`config.mk`:
```
export PLATFORM = sky130hd
export DESIGN_NAME = uart_rx_frame
export DESIGN_NICKNAME = d
export VERILOG_FILES = /design/src/rtl/uart_rx_frame_pkg.sv /design/src/rtl/uart_rx_frame_sync_fall_detect.sv /design/src/rtl/uart_rx_frame.sv
export SDC_FILE = /design/constraint.sdc
export NUM_CORES = 1
export LEC_CHECK = 0
export ABC_AREA = 1
export BUFFER_PORTS_ARGS = -buffer_cell sky130_fd_sc_hd__buf_4
export CORE_ASPECT_RATIO = 1.75
export CORE_MARGIN = 10
export CORE_UTILIZATION = 35
export DETAILED_ROUTE_END_ITERATION = 8
export PLACE_DENSITY_LB_ADDON = 0.2
export SLEW_MARGIN = 10
export SYNTH_ARGS = -nofsm -noshare
export SYNTH_HDL_FRONTEND = slang
export SYNTH_SLANG_ARGS = --single-unit
```
`constraint.sdc`:
```
create_clock -name clk -period 2 [get_ports clk]
set_clock_uncertainty 0.1 [all_clocks]
set_input_delay 0.2 -clock clk [delete_from_list [all_inputs] [get_ports clk]]
set_output_delay 0.2 -clock clk [all_outputs]
set_load 0.02 [all_outputs]
```
`src/rtl/uart_rx_frame_pkg.sv`:
```
// Shared UART definitions: receiver FSM encoding, frame width default and
// the baud divider constants used by the baud generator, this receiver
// and the transmitter.
package uart_rx_frame_pkg;

    // Default number of data bits per frame (8N1 framing).
    localparam int UART_DATA_BITS = 8;

    // System clock and line rate the divider constants are derived from.
    localparam int CLK_HZ    = 50_000_000;
    localparam int BAUD_RATE = 115_200;

    // Clocks per bit, and the offset of the bit centre within a bit.
    localparam int BPS_FULL  = CLK_HZ / BAUD_RATE;
    localparam int BPS_HALF  = BPS_FULL / 2;

    // Receiver state encoding.
    typedef enum logic [1:0] {
        ST_IDLE  = 2'd0,
        ST_START = 2'd1,
        ST_DATA  = 2'd2,
        ST_STOP  = 2'd3
    } rx_state_t;

    // Bit counter width: one extra bit so the counter can hold DATA_BITS
    // itself after the last shift without wrapping.
    function automatic int bit_cnt_width(input int n);
        return $clog2(n) + 1;
    endfunction

endpackage

```
`src/rtl/uart_rx_frame_sync_fall_detect.sv`:
```
// Metastability synchroniser for an asynchronous, idle-high line, followed
// by a falling-edge detector. All flops reset to 1 so a line that is idle
// at reset release never produces a spurious edge.
module sync_fall_detect #(
    parameter int STAGES = 2
) (
    input  logic clk,
    input  logic rst_n,
    input  logic i_din,
    output logic o_sync,
    output logic o_fall
);

    logic [STAGES-1:0] r_sync;
    logic              r_hist;

    // First synchroniser stage captures the raw asynchronous line.
    always_ff @(posedge clk or negedge rst_n) begin
        if (!rst_n) begin
            r_sync[0] <= 1'b1;
        end else begin
            r_sync[0] <= i_din;
        end
    end

    genvar gi;
    generate
        for (gi = 1; gi < STAGES; gi++) begin : g_sync
            // Each further stage re-times the previous one.
            always_ff @(posedge clk or negedge rst_n) begin
                if (!rst_n) begin
                    r_sync[gi] <= 1'b1;
                end else begin
                    r_sync[gi] <= r_sync[gi-1];
                end
            end
        end
    endgenerate

    // History flop holds the previous synchronised value for edge detection.
    always_ff @(posedge clk or negedge rst_n) begin
        if (!rst_n) begin
            r_hist <= 1'b1;
        end else begin
            r_hist <= r_sync[STAGES-1];
        end
    end

    assign o_sync = r_sync[STAGES-1];
    assign o_fall = r_hist & ~r_sync[STAGES-1];

endmodule

```
`src/rtl/uart_rx_frame.sv`:
```
// Frame-level UART receiver. Detects a start edge, requests the baud
// generator, samples DATA_BITS data bits LSB first at each bit-centre
// strobe, then checks the stop bit and reports either a good byte or a
// framing error with a one-cycle pulse.
module uart_rx_frame
    import uart_rx_frame_pkg::*;
#(
    parameter int DATA_BITS   = UART_DATA_BITS,
    parameter int SYNC_STAGES = 2
) (
    input  logic                 clk,
    input  logic                 rst_n,
    input  logic                 i_rs232_rx,
    input  logic                 i_clk_bps,
    output logic                 o_bps_start,
    output logic [DATA_BITS-1:0] o_rx_data,
    output logic                 o_rx_valid,
    output logic                 o_frame_err,
    output logic                 o_rx_busy
);

    localparam int CW = bit_cnt_width(DATA_BITS);

    logic                 w_rx_s;
    logic                 w_fall;
    logic [DATA_BITS-1:0] w_shift_next;

    rx_state_t            r_state;
    logic [CW-1:0]        r_bit_cnt;
    logic [DATA_BITS-1:0] r_shift;
    logic                 r_bps_start;
    logic [DATA_BITS-1:0] r_rx_data;
    logic                 r_rx_valid;
    logic                 r_frame_err;
    logic                 r_rx_busy;

    // Only the synchronised line is ever sampled; the raw pin never reaches
    // the FSM.
    sync_fall_detect #(
        .STAGES (SYNC_STAGES)
    ) u_sync (
        .clk    (clk),
        .rst_n  (rst_n),
        .i_din  (i_rs232_rx),
        .o_sync (w_rx_s),
        .o_fall (w_fall)
    );

    // New bits enter at the MSB so the first (least significant) bit ends
    // up in bit 0 after DATA_BITS shifts.
    generate
        if (DATA_BITS == 1) begin : g_shift_one
            assign w_shift_next = w_rx_s;
        end else begin : g_shift_many
            assign w_shift_next = {w_rx_s, r_shift[DATA_BITS-1:1]};
        end
    endgenerate

    // Receiver FSM; all outputs are registered and the pulses default low.
    always_ff @(posedge clk or negedge rst_n) begin
        if (!rst_n) begin
            r_state     <= ST_IDLE;
            r_bit_cnt   <= '0;
            r_shift     <= '0;
            r_bps_start <= 1'b0;
            r_rx_data   <= '0;
            r_rx_valid  <= 1'b0;
            r_frame_err <= 1'b0;
            r_rx_busy   <= 1'b0;
        end else begin
            r_rx_valid  <= 1'b0;
            r_frame_err <= 1'b0;
            case (r_state)
                ST_IDLE: begin
                    // Strobes seen here are stale and ignored; only an edge
                    // starts a frame.
                    if (w_fall) begin
                        r_state     <= ST_START;
                        r_bps_start <= 1'b1;
                        r_rx_busy   <= 1'b1;
                    end
                end
                ST_START: begin
                    if (i_clk_bps) begin
                        if (w_rx_s) begin
                            // Line high again at start-bit centre: glitch.
                            r_state     <= ST_IDLE;
                            r_bps_start <= 1'b0;
                            r_rx_busy   <= 1'b0;
                        end else begin
                            r_state   <= ST_DATA;
                            r_bit_cnt <= '0;
                        end
                    end
                end
                ST_DATA: begin
                    if (i_clk_bps) begin
                        r_shift   <= w_shift_next;
                        r_bit_cnt <= r_bit_cnt + 1'b1;
                        if (r_bit_cnt == CW'(DATA_BITS - 1)) begin
                            r_state <= ST_STOP;
                        end
                    end
                end
                ST_STOP: begin
                    if (i_clk_bps) begin
                        if (w_rx_s) begin
                            r_rx_data  <= r_shift;
                            r_rx_valid <= 1'b1;
                        end else begin
                            r_frame_err <= 1'b1;
                        end
                        // Leaving at stop-bit centre leaves half a bit to
                        // catch the next start edge; dropping the request
                        // also clears the baud counter.
                        r_state     <= ST_IDLE;
                        r_bps_start <= 1'b0;
                        r_rx_busy   <= 1'b0;
                    end
                end
                default: begin
                    r_state     <= ST_IDLE;
                    r_bps_start <= 1'b0;
                    r_rx_busy   <= 1'b0;
                end
            endcase
        end
    end

    assign o_bps_start = r_bps_start;
    assign o_rx_data   = r_rx_data;
    assign o_rx_valid  = r_rx_valid;
    assign o_frame_err = r_frame_err;
    assign o_rx_busy   = r_rx_busy;

endmodule

```
==> results of run 1 <==
-- routing by layer --
layer  up-vias  share of wire (%)  GRT usage, %
met1       375                 44          8.26
met4         0                1.8          4.40
met5         -                  0             0
li1        411                  -             -
met3         4                4.5          2.21
met2        11                 50          13.4
-- repair_timing --
item / 4_1_cts / 5_1_grt
setup buffers: 0 / 0
hold buffers: 2 / 0
endpoints found under the hold margin: 26 / 0
-- critical path, stage by stage, from the launching register on --
cell and delay, ns:
dfstp_2 0.58, inv_1 0.10, nor3_4 0.17, buf_4 0.23, nor2_1 0.06, a21oi_1 0.12
-- worst paths after layout --
path | start | slack (ns) | cells after the start | endpoint
max | u_sync.o_sync | 0.57 | 5 | o_rx_data[5]
min | i_clk_bps | 0.10 | 4 | r_state[0]
max reg2reg | u_sync.o_sync | 0.57 | 5 | o_rx_data[5]
min reg2reg | u_sync.r_sync[0] | 0.27 | 0 | u_sync.o_sync
max in group asynchronous | rst_n | 1.23 | 2 | u_sync.r_sync[0]
min in group asynchronous | rst_n | 0.27 | 2 | o_frame_err
-- metrics by stage --
| stage | instance area, um2 | std cells | hold slack [ns] |
|---|---|---|---|
| after global placement | 1300 | 177 | 0.0385 |
| after global routing | 1360 | 183 | 0.143 |
| after CTS | 1360 | 183 | 0.104 |
| final | 1360 | 183 | 0.105 |
| after floorplan | 1150 | 120 | -0.196 |
| after detailed placement | 1300 | 177 | 0.0426 |
-- power breakdown --
part | internal, uW | switching (uW) | leakage, uW | total [uW]
Combinational | 262 | 377 | 0.000303 | 639
Clock | 143 | 170 | 0.0000228 | 312
Sequential | 772 | 144 | 0.000347 | 916
-- final cells by class --
cell class              count  area (um2)
fillers                   325        1780
repair buffers             19         148
flip-flops and latches     28         704
clock buffers               4        45.0
well taps                  43        53.8
inverters                  17        63.8
multi-input cells          72         348
-- cells in the final DEF, fill, tap and decap left out, types with 2 or more instances in the layout --
cell / Yosys / routed
nand2_1: 34 / 34
dfrtp_1: 25 / 25
buf_4: 1 / 17
inv_1: 15 / 15
o21ai_0: 14 / 14
nor2_1: 5 / 5
nand3_1: 4 / 4
a21oi_1: 4 / 4
nand2_2: 3 / 3
clkbuf_8: 0 / 3
dfstp_2: 3 / 3
nor2_2: 2 / 2
inv_2: 2 / 2
o21ai_2: 2 / 2
dlygate4sd3_1: 0 / 2
-- logic make-up after synthesis --
kind of cell               after synthesis
AOI/OAI and AO/OA                       20
xor gates and xnor gates                 1
adders and majority gates                1
buffers and inverters                   20
DFF                                     28
and+or+nand+nor                         50
==> results.toml, run 1 <==
[final_layout]
layout.nets = 146
flow.area_growth_from_synthesis_pct = 18.9
utilization_pct = 43.4
num_antenna_cells = 0
post_route_cells_drive_above_1_share_pct = 23.6

[global_routing]
grt.total_usage_pct = 7.70
grt-ovfl-total = 0
grt_first_pass_wirelength_um = 3800
antenna_found_initial = 0
first_global_vias = 824
grt_start_max_net_pins = 29

[power]
p_per_area_nw_per_um2 = 1370
report.power.total_uw = 1870
p_leak_uw = 0.000673
vdd_drop_max_v = 0.000783

[synthesis]
seq_area_frac_synth_pct = 61.5
postSynthAreaPerCell_um2 = 9.55
mappedNetlistNets = 125
synthAdderAreaFrac_pct = 1.09
synth_top_family_by_area = "simple AND/OR/NAND/NOR gates"
synth_common_cells = "34 x nand2_1, 25 x dfrtp_1, 15 x inv_1"
synth_simple_gate_area_share_pct = 19.1
synthesis.instances = 120
synth_largest_type_area_fraction_pct = 54.6
synth.distinct_cells = 18
post_synthesis_sequential_element_count = 28
area_share_of_xor_xnor_cells_in_the_synthesized_design_pct = 0.764
netlist_area_um2 = 1150
post_synth_mux_area_share_pct = 0
synth_top_area_cell = "dfrtp_1"
synth.area.top_cells = "dfrtp_1 55%, nand2_1 11%, dfstp_2 6.9%"
synth_ff_type = "dfrtp_1"
post-synth-top-count-cell = "nand2_1"
synth_compound_area_share_pct = 9.39
yosys_warnings = 0
synth-edff-count = 0
synthArstFlopShare_pct = 100

[clock_tree]
cts-buffers-inserted = 3
clk_sinks = 28
cts_max_level = 1
cts.reportedPaths.clkPinSlew_ns = 0.09
cts_resized = 0
cts-root-buf = "clkbuf_8"
insertion_delay_ns = 0.27
cts_tree = "built"
clock_tree.buffer_depth = 2

[setup_path]
critPathCaptureType = "flop"
critPathRequiredTime_ns = 2.10
arrival_worst_endpoint_ns = 1.53
setup.worst_path.class = "flop to flop"
cp-start-kind = "flop"
critical_path_peak_fanout = 17

[die]
start_util_pct = 36.5
num_rows = 27
fp.dieH_um = 95.7
die-width_um = 63.3
io_pins = 16
die_area_um2 = 6050
coreArea_um2 = 3140

[detailed_routing]
ant_nets = 0
drc = 0
average_wire_length_per_cell_after_detail_routing_um = 11.7
route.final.wire_length_um = 2130
detailroute.via_count = 801
drt_iter0_drc = 12
viasPerCell = 4.38
drt_pass1_iterations = 4

[flow_run]
maxCapViolations = 0

[placed_design]
hpwlAfterDp_um = 1600
placement.setup.worst_slack_ns = 0.583
gp_congestion = 0.877
io_buffers = 15

[sta]
final.setup.worst_slack_ns = 0.566
timing.final.crit_period_ns = 1.43
timing.fmax_mhz = 697
finalSetupTns_ns = 0
rsz0062_at_grt = "no"
setup_violators_final = 0
tightest_slew_ns = 0.346
slew-limit-headroom_pct = 76.9
hold_violations = 0
slew_violations = 0
final_period_util_pct = 71.7

[outcome]
status = "finished, final reports clean"

[hold_path]
hold_path_class = "input port to flop"
Note: power is estimated with default switching activity, not from simulation.
==> inputs of run 2 (changes only) <==
clock period = 1.3 ns   (was 2 ns; I/O delays follow)
==> run 2 against run 1 <==
Die area did not move. Utilization is 4.3 points higher. Via count increased by 5.0%. Non-clock buffer count grew 8. Maximum frequency rose by 12%. Clock power rose by 73%. Setup slack worse by 0.55 ns.
==> results.toml, run 2 (synthesis results as in run 1) <==
[outcome]
status = "finished, final reports clean"

[clock_tree]
insertion_delay_ns = 0.28
cts-root-buf = "clkbuf_8"
clock_tree.buffer_depth = 2
cts_max_level = 1
cts-buffers-inserted = 3
clk_sinks = 28
cts.reportedPaths.clkPinSlew_ns = 0.09
cts_tree = "built"

[final_layout]
num_antenna_cells = 0
layout.nets = 154
mostFrequentLayoutCells = "31 x nand2_1, 24 x dfrtp_1, 21 x buf_4, 14 x inv_1, 8 x o21ai_0"
layout_commonest_cell = "nand2_1"
flow.area_growth_from_synthesis_pct = 30.6
post_route_cells_drive_above_1_share_pct = 34.5
utilization_pct = 47.6

[setup_path]
cp-start-kind = "flop"
worst_path_largest_cell_delay_ns = 0.38
crit_family = "flip-flops"
crit_slowest_cell = "dfrtp_1"
critical_path_peak_fanout = 17
arrival_worst_endpoint_ns = 1.39
setup.worst_path.class = "flop to flop"
worst-path-buf-inv = 2
critPathRequiredTime_ns = 1.41
cell_chain_of_the_critical_path = "buf_4, nand2_4, nor3_4, buf_12, nor2_2, a21oi_1"
critPathCaptureType = "flop"

[power]
p_per_area_nw_per_um2 = 2100
p_leak_uw = 0.000736
vdd_drop_max_v = 0.00116
report.power.total_uw = 3150

[sta]
slew-limit-headroom_pct = 76.7
hold_violations = 0
slew_violations = 0
final.setup.worst_slack_ns = 0.0155
setup_violators_final = 0
tightest_slew_ns = 0.349
timing.final.crit_period_ns = 1.28
rsz0062_at_grt = "yes"
finalSetupTns_ns = 0
final_period_util_pct = 98.8
timing.fmax_mhz = 779

[die]
fp.dieH_um = 95.7
io_pins = 16
num_rows = 27
start_util_pct = 36.5
coreArea_um2 = 3140
die_area_um2 = 6050
die-width_um = 63.3

[detailed_routing]
drt_iter0_drc = 19
drt_pass1_iterations = 4
drc = 0
detailroute.via_count = 841
average_wire_length_per_cell_after_detail_routing_um = 11.7
ant_nets = 0
route.final.wire_length_um = 2230
viasPerCell = 4.40

[placed_design]
hpwlAfterDp_um = 1580
placement.setup.worst_slack_ns = -0.0446
io_buffers = 15
gp_congestion = 0.768

[global_routing]
grt.total_usage_pct = 7.65
first_global_vias = 860
antenna_found_initial = 0
grt-ovfl-total = 0
grt_start_max_net_pins = 29
grt_first_pass_wirelength_um = 3820

[flow_run]
maxCapViolations = 0

[hold_path]
hold_path_class = "input port to flop"
==> run 2: changes by cell type in the layout (fill, tap and decap cells not counted), sizes merged <==
| cell | previous run | this run |
|---|---|---|
| buf | 17 | 25 |
==> run 2: metal layers <==
layer / vias to the layer above / GRT usage (%) / wire (um)
li1: 424 / - / -
met2: 13 / 13.4 / 1140
met1: 400 / 8.26 / 961
met4: 0 / 4.21 / 36
met5: - / 0 / 0
met3: 4 / 1.98 / 89
==> run 2: repair_timing <==
| item | CTS | global route |
|---|---|---|
| pin swaps | 0 | 3 |
| hold buffers | 2 | 0 |
| resized for setup | 5 | 17 |
| hold endpoints to repair | 29 | 0 |
| setup endpoints to repair | 12 | 19 |
| setup buffers | 0 | 3 |
==> run 2: worst paths after layout <==
path	endpoint	depth (start not counted)	startpoint	slack [ns]
worst max-delay path	o_rx_data[3]	6	flop	0.02
worst min-delay path	r_state[0]	4	i_clk_bps	0.05
worst max register to register	o_rx_data[3]	6	flop	0.02
worst min register to register	u_sync.o_sync	0	u_sync.r_sync[0]	0.26
max in group asynchronous	u_sync.r_sync[0]	2	rst_n	0.60
min in group asynchronous	asynchronous set/reset pin	2	rst_n	0.20
==> run 2: power by group <==
group,switching [uW],internal (uW)
Clock,268,271
Sequential,216,1190
Combinational,665,539
Total,1150,2000
==> run 2: final cells by class <==
class	instances	area [um2]
fill	316	1650
inverter	17	66.3
multi-input combinational	72	384
clock buffer	4	55.1
timing repair buffer	27	231
tap	43	53.8
sequential	28	706
==> run 2: through the flow <==
stage / hold WS (ns) / instance area [um2] / instances
after global placement: -0.0323 / 1350 / 182
after global routing: 0.0549 / 1500 / 191
after detailed placement: -0.0265 / 1350 / 182
after floorplan: -0.266 / 1150 / 120
after CTS: 0.0370 / 1440 / 188
final: 0.0487 / 1500 / 191
==> run 2: tightest hold or removal path, stage by stage <==
cell,delay [ns]
buf_4,0.10
nand2_1,0.07
inv_1,0.05
a21oi_1,0.04
==> inputs of run 3 (changes only) <==
CORE_ASPECT_RATIO = 1.5   (was 1.75)
REMOVE_ABC_BUFFERS = 1   (was unset)
==> run 3 against run 2 <==
Clock power is 0.9% lower. Sequential share of layout area is 0.80 points higher. Utilization is 1.1 points lower. Flip-flop and latch count stayed put. The run now ends with negative setup slack left. Critical path type unchanged.
==> results.toml, run 3 (synthesis results as in run 1) <==
[outcome]
status = "finished with violations"
violations_in_the_final_reports = "negative setup slack"

[clock_tree]
insertion_delay_ns = 0.28
clk_sinks = 28
cts.reportedPaths.clkPinSlew_ns = 0.09
cts_tree = "built"
clock_tree.buffer_depth = 2
cts-root-buf = "clkbuf_8"
cts_max_level = 1
cts-buffers-inserted = 3

[placed_design]
hpwlAfterDp_um = 1500
dpl_cell_area_um2 = 1320
placement.setup.worst_slack_ns = -0.0377
gp_congestion = 0.686
io_buffers = 15

[final_layout]
layout.nets = 152
multi_input_gate_area_um2 = 364
final.fill_count = 310
mostFrequentLayoutCells = "32 x nand2_1, 24 x dfrtp_1, 19 x buf_4, 14 x inv_1, 8 x o21ai_1"
num_antenna_cells = 0
flow.area_growth_from_synthesis_pct = 28.4
utilization_pct = 46.6
ff_latch_area_um2 = 706
layout_commonest_cell = "nand2_1"
post-route-cell-area_um2 = 1470
post_route_cells_drive_above_1_share_pct = 32.2

[sta]
slew_violations = 0
timing.final.crit_period_ns = 1.32
hold_violations = 0
slew-limit-headroom_pct = 76.6
timing.fmax_mhz = 758
final.hold.worst_slack_ns = 0.0420
rsz0062_at_grt = "yes"
setup_violators_final = 5
final.setup.worst_slack_ns = -0.0201
final_period_util_pct = 102
finalSetupTns_ns = -0.0427
tightest_slew_ns = 0.351

[detailed_routing]
ant_nets = 0
drt_pass1_iterations = 4
drc = 0
average_wire_length_per_cell_after_detail_routing_um = 11.7
route.final.wire_length_um = 2180
viasPerCell = 4.45
detailroute.via_count = 828
drt_iter0_drc = 28

[die]
die_area_um2 = 6010
num_rows = 25
coreArea_um2 = 3160
io_pins = 16
fp.dieH_um = 90.1
die-width_um = 66.7
start_util_pct = 36.3

[global_routing]
grt-ovfl-total = 0
first_global_vias = 872
grt_first_pass_wirelength_um = 3840
grt_start_max_net_pins = 29
grt.total_usage_pct = 8.11
antenna_found_initial = 0

[power]
vdd_drop_max_v = 0.00116
p_leak_uw = 0.000721
p_per_area_nw_per_um2 = 2080

[hold_path]
hold_path_class = "input port to flop"

[setup_path]
critPathRequiredTime_ns = 1.41
critical_path_peak_fanout = 8
setup.worst_path.class = "flop to flop"
arrival_worst_endpoint_ns = 1.43
cp-start-kind = "flop"
critPathCaptureType = "flop"

[flow_run]
maxCapViolations = 0
[run 3: changes by cell type in the layout (fill, tap and decap cells not counted), moves of 2 or more]
cell     before  now
a21oi_1       4    1
a21oi_2       0    3
o21ai_1       5    8
nor2_1        3    5
nor2_4        2    0
o21ai_0       8    6
buf_4        21   19
[run 3: worst max-delay path, stage by stage, from the launching register on]
cell and delay, ns:
dfrtp_1 0.43, nand2_2 0.10, nor3_4 0.26, buf_6 0.15
buf_16 0.12, nand2_2 0.04, o21ai_1 0.06
[run 3: final timing paths]
check                            startpoint       endpoint  slack, ns  depth (start not counted)
max                              r_state[0]   o_rx_data[1]      -0.02                          6
min                               i_clk_bps     r_state[0]       0.04                          4
max reg2reg                      r_state[0]   o_rx_data[1]      -0.02                          6
min reg2reg                u_sync.r_sync[0]  u_sync.o_sync       0.26                          0
max in group asynchronous             rst_n  u_sync.r_hist       0.60                          2
min in group asynchronous             rst_n     r_state[0]       0.19                          2
[run 3: area by class of cell]
type                       instances  share of cell area [%]
sequential                        28                    48.0
timing repair buffer              25                    15.8
inverter                          17                    4.34
tap                               40                    3.40
multi-input combinational         72                    24.7
clock buffer                       4                    3.74
[run 3: power by group]
part	internal, uW	total, uW	switching [uW]
combinational	492	1130	636
sequential	1190	1400	213
clock	271	534	263
total	1950	3060	1110
[run 3: metal layers]
layer	wire length, um	global-route usage (%)	vias to the layer above
met5	0	0	-
met4	58	4.74	0
met3	117	2.61	5
met2	1040	12.5	14
met1	970	9.38	384
li1	-	-	425
[run 3: repair_timing]
item,in CTS,in global routing
gates resized for setup,10,8
setup endpoints to repair,8,21
hold endpoints to repair,29,0
hold buffers,2,0
cloned,1,0
pin swaps,5,1
setup buffers,1,2
[run 3: per-stage QoR]
step | power [uW] | cells
after floorplan | 2000 | 117
after global placement | 2430 | 176
after detailed placement | 2460 | 176
after CTS | 3070 | 184
after global routing | 3310 | 186
final | 3060 | 186
